===== src/rtl/seg7_pkg.sv =====
// rtl/seg7_pkg.sv - shared types, constants and hex-to-segment table for the scan driver
package seg7_pkg;

    typedef logic [6:0] seg_t;

    localparam seg_t SEG_OFF    = 7'h7F;
    localparam int   NUM_DIGITS = 4;

    // Patterns are {g,f,e,d,c,b,a}, active-low.
    function automatic seg_t hex_to_seg(input logic [3:0] n);
        seg_t s;
        case (n)
            4'h0:    s = 7'b1000000;
            4'h1:    s = 7'b1111001;
            4'h2:    s = 7'b0100100;
            4'h3:    s = 7'b0110000;
            4'h4:    s = 7'b0011001;
            4'h5:    s = 7'b0010010;
            4'h6:    s = 7'b0000010;
            4'h7:    s = 7'b1111000;
            4'h8:    s = 7'b0000000;
            4'h9:    s = 7'b0010000;
            4'hA:    s = 7'b0001000;
            4'hB:    s = 7'b0000011;
            4'hC:    s = 7'b1000110;
            4'hD:    s = 7'b0100001;
            4'hE:    s = 7'b0000110;
            default: s = 7'b0001110;
        endcase
        return s;
    endfunction

endpackage


===== src/rtl/seg7_hex_decode.sv =====
// rtl/seg7_hex_decode.sv - combinational nibble to active-low 7-segment pattern
module seg7_hex_decode
    import seg7_pkg::*;
(
    input  logic [3:0] nibble,
    output seg_t       seg
);

    assign seg = hex_to_seg(nibble);

endmodule


===== src/rtl/seg7_scan_driver.sv =====
// rtl/seg7_scan_driver.sv - four-digit multiplexed hex display driver with frame-locked sampling
module seg7_scan_driver
    import seg7_pkg::*;
#(
    parameter int TICKS_PER_DIGIT = 100_000,
    parameter int GUARD_CYC       = 2
) (
    input  logic        clk,
    input  logic        rst,
    input  logic [15:0] value,
    input  logic        mode,
    input  logic        blank_lz,
    output logic [3:0]  an,
    output logic [6:0]  seg,
    output logic        dp
);

    localparam int             CNT_W    = (TICKS_PER_DIGIT > 1) ? $clog2(TICKS_PER_DIGIT) : 1;
    localparam logic [CNT_W-1:0] CNT_LAST = CNT_W'(TICKS_PER_DIGIT - 1);
    localparam logic [1:0]     DIG_LAST = 2'(NUM_DIGITS - 1);

    logic [CNT_W-1:0] cnt_q, cnt_d;
    logic [1:0]       digit_q, digit_d;
    logic [15:0]      hold_q, hold_d;
    logic             mode_q, mode_d;
    logic             blz_q, blz_d;
    logic [3:0]       an_q, an_d;
    seg_t             seg_q, seg_d;
    logic             dp_q, dp_d;

    logic             wrap;
    logic             sample;
    logic             in_guard;
    logic             blank;
    logic [3:0]       nibble;
    seg_t             hex_seg;

    assign nibble = hold_q[{digit_q, 2'b00} +: 4];

    seg7_hex_decode u_hex_decode (
        .nibble (nibble),
        .seg    (hex_seg)
    );

    always_comb begin
        wrap     = (cnt_q == CNT_LAST);
        sample   = wrap && (digit_q == DIG_LAST);
        cnt_d    = wrap ? '0 : cnt_q + 1'b1;
        digit_d  = wrap ? digit_q + 2'd1 : digit_q;
        // Inputs are captured only at the frame boundary so a frame never tears.
        hold_d   = sample ? value    : hold_q;
        mode_d   = sample ? mode     : mode_q;
        blz_d    = sample ? blank_lz : blz_q;
        in_guard = int'(cnt_q) < GUARD_CYC;

        case (digit_q)
            2'd1:    blank = blz_q && (hold_q[15:4]  == 12'd0);
            2'd2:    blank = blz_q && (hold_q[15:8]  == 8'd0);
            2'd3:    blank = blz_q && (hold_q[15:12] == 4'd0);
            default: blank = 1'b0;
        endcase

        if (in_guard) begin
            an_d  = 4'b1111;
            seg_d = SEG_OFF;
            dp_d  = 1'b1;
        end else begin
            an_d  = ~(4'b0001 << digit_q);
            seg_d = blank ? SEG_OFF : hex_seg;
            dp_d  = !((digit_q == DIG_LAST) && mode_q);
        end
    end

    always_ff @(posedge clk) begin
        if (rst) begin
            cnt_q   <= '0;
            digit_q <= 2'd0;
            hold_q  <= 16'h0000;
            mode_q  <= 1'b0;
            blz_q   <= 1'b0;
            an_q    <= 4'b1111;
            seg_q   <= SEG_OFF;
            dp_q    <= 1'b1;
        end else begin
            cnt_q   <= cnt_d;
            digit_q <= digit_d;
            hold_q  <= hold_d;
            mode_q  <= mode_d;
            blz_q   <= blz_d;
            an_q    <= an_d;
            seg_q   <= seg_d;
            dp_q    <= dp_d;
        end
    end

    assign an  = an_q;
    assign seg = seg_q;
    assign dp  = dp_q;

endmodule

===== config.mk =====
export PLATFORM = sky130hd
export DESIGN_NAME = seg7_scan_driver
export DESIGN_NICKNAME = d
export VERILOG_FILES = /design/src/rtl/seg7_pkg.sv /design/src/rtl/seg7_hex_decode.sv /design/src/rtl/seg7_scan_driver.sv
export SDC_FILE = /design/constraint.sdc
export NUM_CORES = 1
export LEC_CHECK = 0
export CORE_MARGIN = 4
export CORE_UTILIZATION = 45
export CTS_CLUSTER_SIZE = 30
export DETAILED_ROUTE_END_ITERATION = 8
export PLACE_DENSITY = 0.66
export SYNTH_ARGS = -nofsm -noshare
export SYNTH_HDL_FRONTEND = slang
export SYNTH_HIERARCHICAL = 1
export SYNTH_SLANG_ARGS = --single-unit

===== constraint.sdc =====
create_clock -name clk -period 2.9 [get_ports clk]
set_input_delay 0.87 -clock clk [delete_from_list [all_inputs] [get_ports clk]]
set_output_delay 0.87 -clock clk [all_outputs]
set_load 0.02 [all_outputs]

After elaboration in Yosys (flattened, before gate mapping)
Memories as Yosys holds them, arrays and structs flattened. A register that Yosys moved wholly into a read port is not among the register bits.
Index checks and enable logic that the tools add are counted.
{"block": "op_classes", "n_eq_ne": 4, "n_div": 0, "n_shift": 2, "mul": 0, "n_mux": 1, "add_sub_neg": 2, "bitwise_logic": 1, "n_reduce_logical": 12, "order_cmp": 1}
{"operator": "adder 17 x 1 -> 17 bit, second input constant", "count": 1}
{"operator": "equality test 17 bit, second input constant", "count": 1}
{"operator": "< comparator 17 x 2 -> 1 bit, second input constant", "count": 1}
{"operator": "indexed part select 16 x 5 -> 4 bit", "count": 1}
{"operator": "logical NOT 12 bit", "count": 1}
{"operator": "logical NOT 8 bit", "count": 1}
{"operator": "logical AND 1 bit", "count": 5}
{"operator": "equality test 2 bit, second input constant", "count": 2}
{"operator": "logical NOT 4 bit", "count": 1}
{"operator": "NOT 4 bit", "count": 1}
{"operator": "OR reduction 2 bit", "count": 2}
{"operator": "<< shifter 1 x 2 -> 4 bit, first input constant", "count": 1}
{"operator": "one-hot mux 1 bit (3 select lines)", "count": 1}
{"operator": "OR reduction 3 bit", "count": 1}
{"operator": "adder 2 x 1 -> 2 bit, second input constant", "count": 1}
{"operator": "equality test 2 x 1 -> 1 bit, second input constant", "count": 1}
{"operator": "logical NOT 1 bit", "count": 1}
{"block": "word_totals", "memories": 1, "latchBits": 0, "ram_bits": 0, "wordCells": 31, "in_bits": 20, "romBits": 112, "ff_bits": 42, "output_inout_bits": 12}
{"name": "(no name shown)", "depth": 16, "word_bits": 7, "read_ports": 1, "rd_clocked_by_memory_dff": 1, "wr": 0, "line_no": "seg7_pkg.sv:12", "rtl": "case (n)"}

Logic depth before layout (Yosys ltp)
Gate-level depths: netlist of the first run.
{"block": "logic_depth", "word_depth": 4, "ltp_mapped": 8, "mapped_depth_nobuf": 7}

Cells and area by module
The synthesis of the first run kept the hierarchy.
{"module": "seg7_scan_driver", "area_per_inst_um2": 2119.5, "cells_per_inst": 233, "instances": 1, "seq_area_each_um2": 980.9}
{"module": "seg7_hex_decode", "area_per_inst_um2": 275.3, "cells_per_inst": 32, "instances": 1, "seq_area_each_um2": 0.0}

Worst setup path after synthesis of the first run
No wires, ideal clock.
{"block": "synth_path", "kind": "reg2reg", "from": "reg digit_q[0]", "to": "reg seg_q[0] (netlist: seg[0])", "period_less_slack_ns": 2.326, "slack_ns": 0.574, "setup_time_ns": 0.069, "stages_incl_launch_ff": 9, "n_path_buf": 1, "t_arrival_ns": 2.256, "t_required_ns": 2.831, "cell_sequence": "dfxtp_1 > clkbuf_1 > mux4_2 > inv_1 > ha_1 > and2b_2 > or3b_1 > o21ai_0 > nand3b_1"}
{"block": "synth_via", "word_cells_on_any_way": 6, "classes_between": "eq/ne (3); shift (1); mux (1); reduce/logical (1)"}
{"element": "from (decl)", "line_no": "seg7_scan_driver.sv:23", "rtl": "logic [1:0] digit_q, digit_d;"}
{"element": "from (signal assigned)", "line_no": "seg7_scan_driver.sv:86", "rtl": "digit_q <= digit_d;"}
{"element": "indexed part select 16 x 5 -> 4 bit", "line_no": "seg7_scan_driver.sv:38", "rtl": "assign nibble = hold_q[{digit_q, 2'b00} +: 4];"}
{"element": "net nibble[1]", "line_no": "seg7_scan_driver.sv:35", "rtl": "logic [3:0] nibble;"}
{"element": "to (decl)", "line_no": "seg7_scan_driver.sv:28", "rtl": "seg_t seg_q, seg_d;"}
The timed path passes the listed nets, and every way through them passes these cells.
A chain may end at the register's enable or synchronous reset.

Final worst setup path of the first run
Ends and elaborated chain as after synthesis.

==> run summary, run 1 <==
The final standard cell area without fillers is 0.00284 mm^2. The final sum of negative setup slack came out at 0 ns. The synthesized cell area is 0.00239 mm^2.

The number of antenna diodes in the final layout is 0. The area of the die came out at between 0.006 and 0.007 mm^2. Across the routed clock network, the largest skew measured is between 0.008 and 0.009 ns. The power density normalized to cell area came out at ~450 mW/mm^2. The final RePlAce weighted congestion is between 0.7 and 0.8. The complex-gate fraction of the synthesized area is 11.9%. The number of register bits inferred by synthesis came out at 49.

The area fraction in and, or, nand and nor cells after synthesis came out at 22.5%. The minimum period implied by the final worst setup slack is around 2.4 ns. Global routing used between 10% and 20% of the available tracks across all layers. The wire length on met3 is 280 um. The number of endpoints with negative hold slack in the final report came to 0. Cell internal power was estimated by the tool at 1.01 mW. The count of different cell masters after synthesis came out at 35. The instance count of the mapped netlist is ~270. The number of violations of the max-capacitance limit is 0. After synthesis, the largest family of logic cells by area is simple AND/OR/NAND/NOR gates. The worst IR drop on VDD is between 200 and 250 uV. The CTS tree is yes.

The core region area came out at roughly 0.0051 mm^2. The flow ran to the end, and the final reports show no timing, DRC or antenna violations. The setup path with the least slack is of type register to register.

The first-pass GRT wire length is approximately 8600 um. Traced cell by cell, the critical path runs through mux4_2, inv_1, ha_1, and2b_2, or3b_1, o21ai_0, nand3b_1. The number of global-route vias before repair is ~1900. The net switching power of the design came out at ~270 uW. The number of failing setup endpoints in the final timing report came out at 0. The count of flip-flops with a built-in enable after synthesis is 0.

The peak clock frequency supported by timing came out at 418 MHz. In this run the top signal layer used is met4. The arrival time of the worst setup path is 2.62 ns.

The share of synthesized flip-flops with an asynchronous set or reset came out at 0%. The overall power of the completed layout came out at between 1 and 1.5 mW. The number of antenna violations at the first check in global routing came out at 0. The net switching fraction of the power is between 20% and 30%. The DRC violation total after the first TritonRoute iteration came out at 122. The die outline height came out at approximately 80 um.

For the pin with the worst max-slew slack, the measured transition is approximately 0.76 ns. The total global routing overflow is 0. The sequential power share is 53.7%. The post-synthesis net count is a little under 300. The wire length on met1 came out at between 2000 and 3000 um. The most used flip-flop cell after synthesis is dfxtp_1. After synthesis, the share of cell area in mux cells is under 10%. The number of buffers created by CTS came out at 5. The tightest min-delay check is of the register to register type. The number of H-tree levels came out at 2.

The layout net count came out at around 320. The number of gates resized after CTS was 0. The top-level I/O count is 32.

The post-synthesis sequential area ratio is 41.0%. The number of buffers inserted by post-CTS setup repair is 0. In this run the core area contains 26 standard-cell rows. The via total after detailed routing came out at 1988.

The clock network burns between 30% and 40% of the power. The tree is rooted in a clkbuf_8. STA classifies the critical path startpoint as a register.

The static leakage power came out at 0.929 nW. The highest-delay cell along the critical path is mux4_2. The DRC violations left is 0.

Entering global routing, the biggest net connects 22 pins. The initial utilization of the core area, before any placement, comes to between 40 and 50%. The routed wire length is 5290 um. STA classifies the critical path endpoint as a register. The count of input and output buffers is 31. The maximum fanout along the worst path came out at 8. The required time at the worst-slack endpoint is 3.13 ns. Once placement finished, the instance area stood at around 0.0027 mm^2. The xor and xnor area share after synthesis is 5.49%. Setup repair after global routing left no endpoint under its margin. The max-slew violation count came out at 0.

The fraction of layout instances using a drive strength above 1 is 6.97%. The worst-case clock buffer depth came out at 2. The fraction of the mapped netlist area in adder cells is approximately 6.3%. The proportion of power drawn by combinational gates came out at under 10%. Each instance of the synthesized netlist takes up on average roughly 9 um^2.

The detail route stage leaves a number of antenna-violating nets equal to 0. The relative max-transition margin came out at about half. The die is between 80 and 90 um wide. In the finished design, the share of the clock period the worst path needs comes to a little over 80%. After detailed routing, the average wire length per cell comes to 14.8 um. The number of iterations in the first detailed-routing pass came out at 4.

The register clock-pin slew on the reported worst setup and hold paths came out at approximately 0.09 ns. The delay contributed by the slowest stage of the critical path is slightly above 0.6 ns. The number of vias per cell came out at between 5 and 6. From synthesis to final layout, the design area changed by 18.4%. The routed length on met2 is about 2200 um. At the later pin of the worst-skew pair, clock insertion delay measures around 0.30 ns. The clock net in this run drives a total of 49 sinks. The number of warning messages in the yosys log came out at 6. For this design, the CTS-stage hold fixing added 0 buffers. Summed over all nets, the half-perimeter wirelength after detailed placement is approximately 3800 um.
-- metal layers --
metal  up-vias  global-route usage [%]
met2        64                    24.5
met1       913                    23.5
met3        13                    4.66
met4         0                    7.26
met5         -                       0
li1        998                       -
-- layout by cell type, fill, tap and decap left out, types with 2 or more instances in the layout --
cell type	n
nand2_1	11
buf_4	4
nand3b_1	7
ha_1	12
a22o_1	2
mux2i_1	4
nand3_1	10
inv_1	8
a21oi_1	21
mux4_2	4
xor2_1	3
o21ai_0	22
dfxtp_1	49
clkdlybuf4s50_1	31
nor3_1	7
clkbuf_8	6
nand4_1	25
xnor2_1	12
nor4_1	7
nor2_1	25
-- final timing paths --
path,from,end,slack [ns],cells after the start
setup / recovery,digit_q[0],seg[0],0.51,7
hold / removal,mode_q,dp,0.40,1
setup reg to reg,digit_q[0],seg[0],0.51,7
hold reg to reg,mode_q,dp,0.40,1
-- per-stage QoR --
step,hold WS [ns],util [%],instances,worst slack [ns]
floorplan,0.364,-,265,0.574
detailed placement,0.382,52.9,349,0.523
CTS,0.403,55.2,357,0.491
finish,0.400,55.2,357,0.509
global route,0.428,55.2,357,0.334
global placement,0.376,52.9,349,0.610
-- critical path, delay by kind of cell (launching register included) --
family,cells,cell delay (ns)
and+or+nand+nor,3,0.70
DFF,1,0.54
AOI/OAI and AO/OA,1,0.08
adders and majority gates,1,0.20
muxes,1,0.62
buffers and inverters,1,0.18
-- cell families after synthesis --
| group | after synthesis |
|---|---|
| AND/OR/NAND/NOR | 100 |
| adder cells (fa/ha/maj) | 12 |
| AO/OA/AOI/OAI | 50 |
| flip-flops | 49 |
| XOR/XNOR | 15 |
| multiplexers | 10 |
| buffers and inverters | 29 |
-- power by group through the flow --
stage | sequential (mW) | combinational, mW | clock (mW)
final | 0.692 | 0.0875 | 0.508
after global routing | 0.693 | 0.0936 | 0.550
after CTS | 0.692 | 0.0887 | 0.522
after detailed placement | 0.708 | 0.0881 | 0
after global placement | 0.707 | 0.0874 | 0
after floorplan | 0.717 | 0.0277 | 0
-- state kept, by name (all words and copies together) (netlist names) --
name     flops
hold_q      16
blz_q        1
digit_q      2
dp           1
mode_q       1
seg          7
cnt_q       17
an           4
-- area by class of cell --
class	instances	area (um^2)
clock inverter	1	30.0
sequential	49	981
multi-input combinational	187	1280
inverter	8	30.0
tap	70	87.6
fill	506	2300
timing repair buffer	35	340
clock buffer	7	86.3
-- cells in the mapped netlist (all sizes together) (7+ instances only) --
cell	number	area [um^2]
buf	14	82.6
dfxtp	49	981
a21oi	21	105
nand3	10	50.1
nor4	8	50.1
xnor2	12	105
clkbuf	7	27.5
inv	8	30.0
nand2	11	41.3
nand4	25	156
ha	12	150
nor3	7	35.0
nor2	25	93.8
o21ai	22	110
nand3b	7	52.6
(Power assumes the default switching activity.)
==> inputs of run 2 (changes only) <==
- PLACE_DENSITY: 0.66 -> 0.69
- clock period: 2.9 -> 2.1 ns (I/O delays scaled with it)
==> run summary, run 2 (synthesis gave the netlist of run 1 again) <==
The minimum period implied by the final worst setup slack is 2.05 ns (-0.338 ns). The static leakage power is 1.02 nW (+9.4%). The max-slew violation count came out at 0 (unchanged).

The number of global-route vias before repair is 1946 (+3.7%). The net switching fraction of the power is 22.5% (+1.3 points). The fraction of layout instances using a drive strength above 1 was 14.0% (+7.0 points). The die outline width is 81.0 um (unchanged).

The antenna diode count was 0 (unchanged). The internal power component is 1.26 mW (+24%). The DRC violation total after the first TritonRoute iteration came out at 123 (+0.82%). The worst setup path is captured at a register. The post-route worst setup slack is 0.0472 ns (-0.462 ns). The global-route usage over all layers came to 17.8% (+0.88 points). The transition time of the tightest slew-check pin is 0.624 ns (-0.140 ns).

The number of endpoints with negative hold slack in the final report came out at 0 (unchanged). The layout net count is 338 (+6.3%). The net switching power of the design came out at 365 uW (+34%). The number of antenna violations at the first check in global routing is 0 (unchanged). The flow ran to the end, and the final reports show no timing, DRC or antenna violations. The overall power of the completed layout was 1.62 mW (+26%). The sequential power share is 58.6% (+4.9 points).

The peak clock frequency supported by timing is 487 MHz (+16%). Among all stages on the critical path, the largest delay is contributed by mux4_2. The kind of cell with the highest combined delay along the critical path is multiplexers. The number of H-tree levels was 2 (unchanged). The die outline height is 81.0 um (unchanged).

The number of antenna-violating nets in the routed design was 0 (unchanged). The worst setup path is of the register to register kind. The number of vias per cell was 5.45 (-2.2%). The number of hold buffers added after cts came out at 0 (unchanged).

The number of iterations in the first detailed-routing pass is 4 (unchanged). The proportion of power drawn by combinational gates came out at 8.3% (+1.5 points). The total global routing overflow is 0 (unchanged). The clock network power share was 33.1% (-6.4 points). The CTS tree is yes. The signed area change from the synthesized netlist to the final layout is 24.5%. The flip-flop count of the largest register, all copies and words added came out at 17 (unchanged). The power density normalized to cell area is 544 mW/mm^2 (+20%). The clock latency of the later-clocked register in the worst-skew pair was 0.30 ns (about the same).

The core region area came out at 0.00514 mm^2 (unchanged). The top-level I/O count is 32 (unchanged). The tightest min-delay check is of the register to register type. The final critical-path share of the clock period is 97.8% (+15 points).

Leaving out fill and tap cells, the most frequent cell in the layout is dfxtp_1. The number of buffers and inverters on the critical path came out at 1 (unchanged). The post-placement worst setup slack is 0.0828 ns (-0.440 ns). The worst clock skew was 0.00632 ns (-0.00222 ns). The largest net degree at the start of global routing came out at 21 (-4.5%). The total number of placement rows is 26 (unchanged). The number of filler instances in the final layout came out at 476 (-5.9%).

The first-pass GRT wire length is 9190 um (+6.4%). The required time at the worst-slack endpoint is 2.27 ns (-0.86 ns). The total clock sinks is 49 (unchanged).

The number of non-filler instances in the completed layout came to 377 (+5.6%). The number of failing setup endpoints in the final timing report is 0 (unchanged). The routed length per instance is 14.4 um (-2.7%). The maximum fanout along the worst path is 4 (-4). The final RePlAce weighted congestion is 0.813 (+1.9%). The area of the die came to 0.00655 mm^2 (unchanged). More flip-flops sit in one register than any other, and that register is cnt_q. The effective utilization at floorplan is 46.6% (unchanged). The routed wire length is 5440 um (+2.8%). The arrival time of the worst setup path came to 2.23 ns (-0.39 ns). The via total after detailed routing is 2053 (+3.3%). The relative max-transition margin came out at 58.3% (+9.3 points). The total instance count after detailed placement was 368 (+5.4%). The delay contributed by the slowest stage of the critical path came out at 0.55 ns (-0.07 ns). The signal on the critical path passes through mux4_2, buf_4, ha_1, mux4_1, nand3b_1. The half-perimeter wire length after placement came out at 3900 um (+3.8%). The root buffer cell is clkbuf_8. The worst-case clock buffer depth was 2 (unchanged). The count of input and output buffers is 31 (unchanged). The register clock-pin slew on the reported worst setup and hold paths came to 0.09 ns (about the same).

The library cells used most frequently in the layout, excluding fill and tap cells, are dfxtp_1 (48), clkdlybuf4s50_1 (31), nand4_1 (25), nor2_1 (25), buf_4 (23). STA classifies the critical path startpoint as a register. The number of buffers created by CTS is 5 (unchanged).

The number of violations of the max-capacitance limit came to 0 (unchanged). The DRC violations left came out at 0 (unchanged). The worst IR drop on VDD came out at 311 uV (+53%).
run 2: cell types whose count changed in the layout (fill, tap and decap cells not counted), moves of 2 or more:
| cell | delta |
|---|---|
| clkbuf_1 | +2 |
| ha_1 | -2 |
| buf_4 | +19 |
| inv_2 | +2 |
| inv_1 | -2 |
run 2: final timing paths:
path              start  endpoint  slack, ns  cells after the start
max reg2reg  digit_q[0]    seg[3]       0.05                      5
min reg2reg      mode_q        dp       0.40                      1
max          digit_q[0]    seg[3]       0.05                      5
min              mode_q        dp       0.40                      1
run 2: routing by layer:
metal	share of wire, %	track usage [%]	vias to the layer above
li1	-	-	1046
met1	49	24.1	967
met2	46	28.6	33
met3	3.7	3.66	7
met4	1.0	5.41	0
met5	0	0	-
run 2: final cells by class:
| cell class | instances | area (um^2) | share of cell area [%] |
|---|---|---|---|
| Sequential cell | 49 | 985 | 33.0 |
| Timing Repair Buffer | 55 | 503 | 16.9 |
| Multi-Input combinational cell | 187 | 1290 | 43.5 |
| Inverter | 8 | 30.0 | 1.01 |
| Tap cell | 70 | 87.6 | 2.94 |
| Clock buffer | 8 | 80.1 | 2.69 |
run 2: power by group through the flow:
stage	Combinational, mW	Sequential (mW)	Clock, mW
5_1_grt	0.146	0.953	0.584
6_report	0.135	0.951	0.536
3_3_place_gp	0.136	0.974	0
4_1_cts	0.137	0.952	0.547
3_5_place_dp	0.136	0.975	0
2_1_floorplan	0.0382	0.990	0
run 2: what timing repair did:
item,CTS,global route
endpoints found under the setup margin,0,1
setup buffers,0,1
resized for setup,0,5
run 2: per-stage QoR:
stage	util (%)	hold slack (ns)	TNS, ns	area, um^2
detailed placement	56.0	0.381	0	2880
global route	58.0	0.413	-0.0188	2980
finish	58.0	0.395	0	2980
floorplan	-	0.364	0	2410
global placement	56.0	0.375	0	2880
CTS	57.5	0.400	0	2960
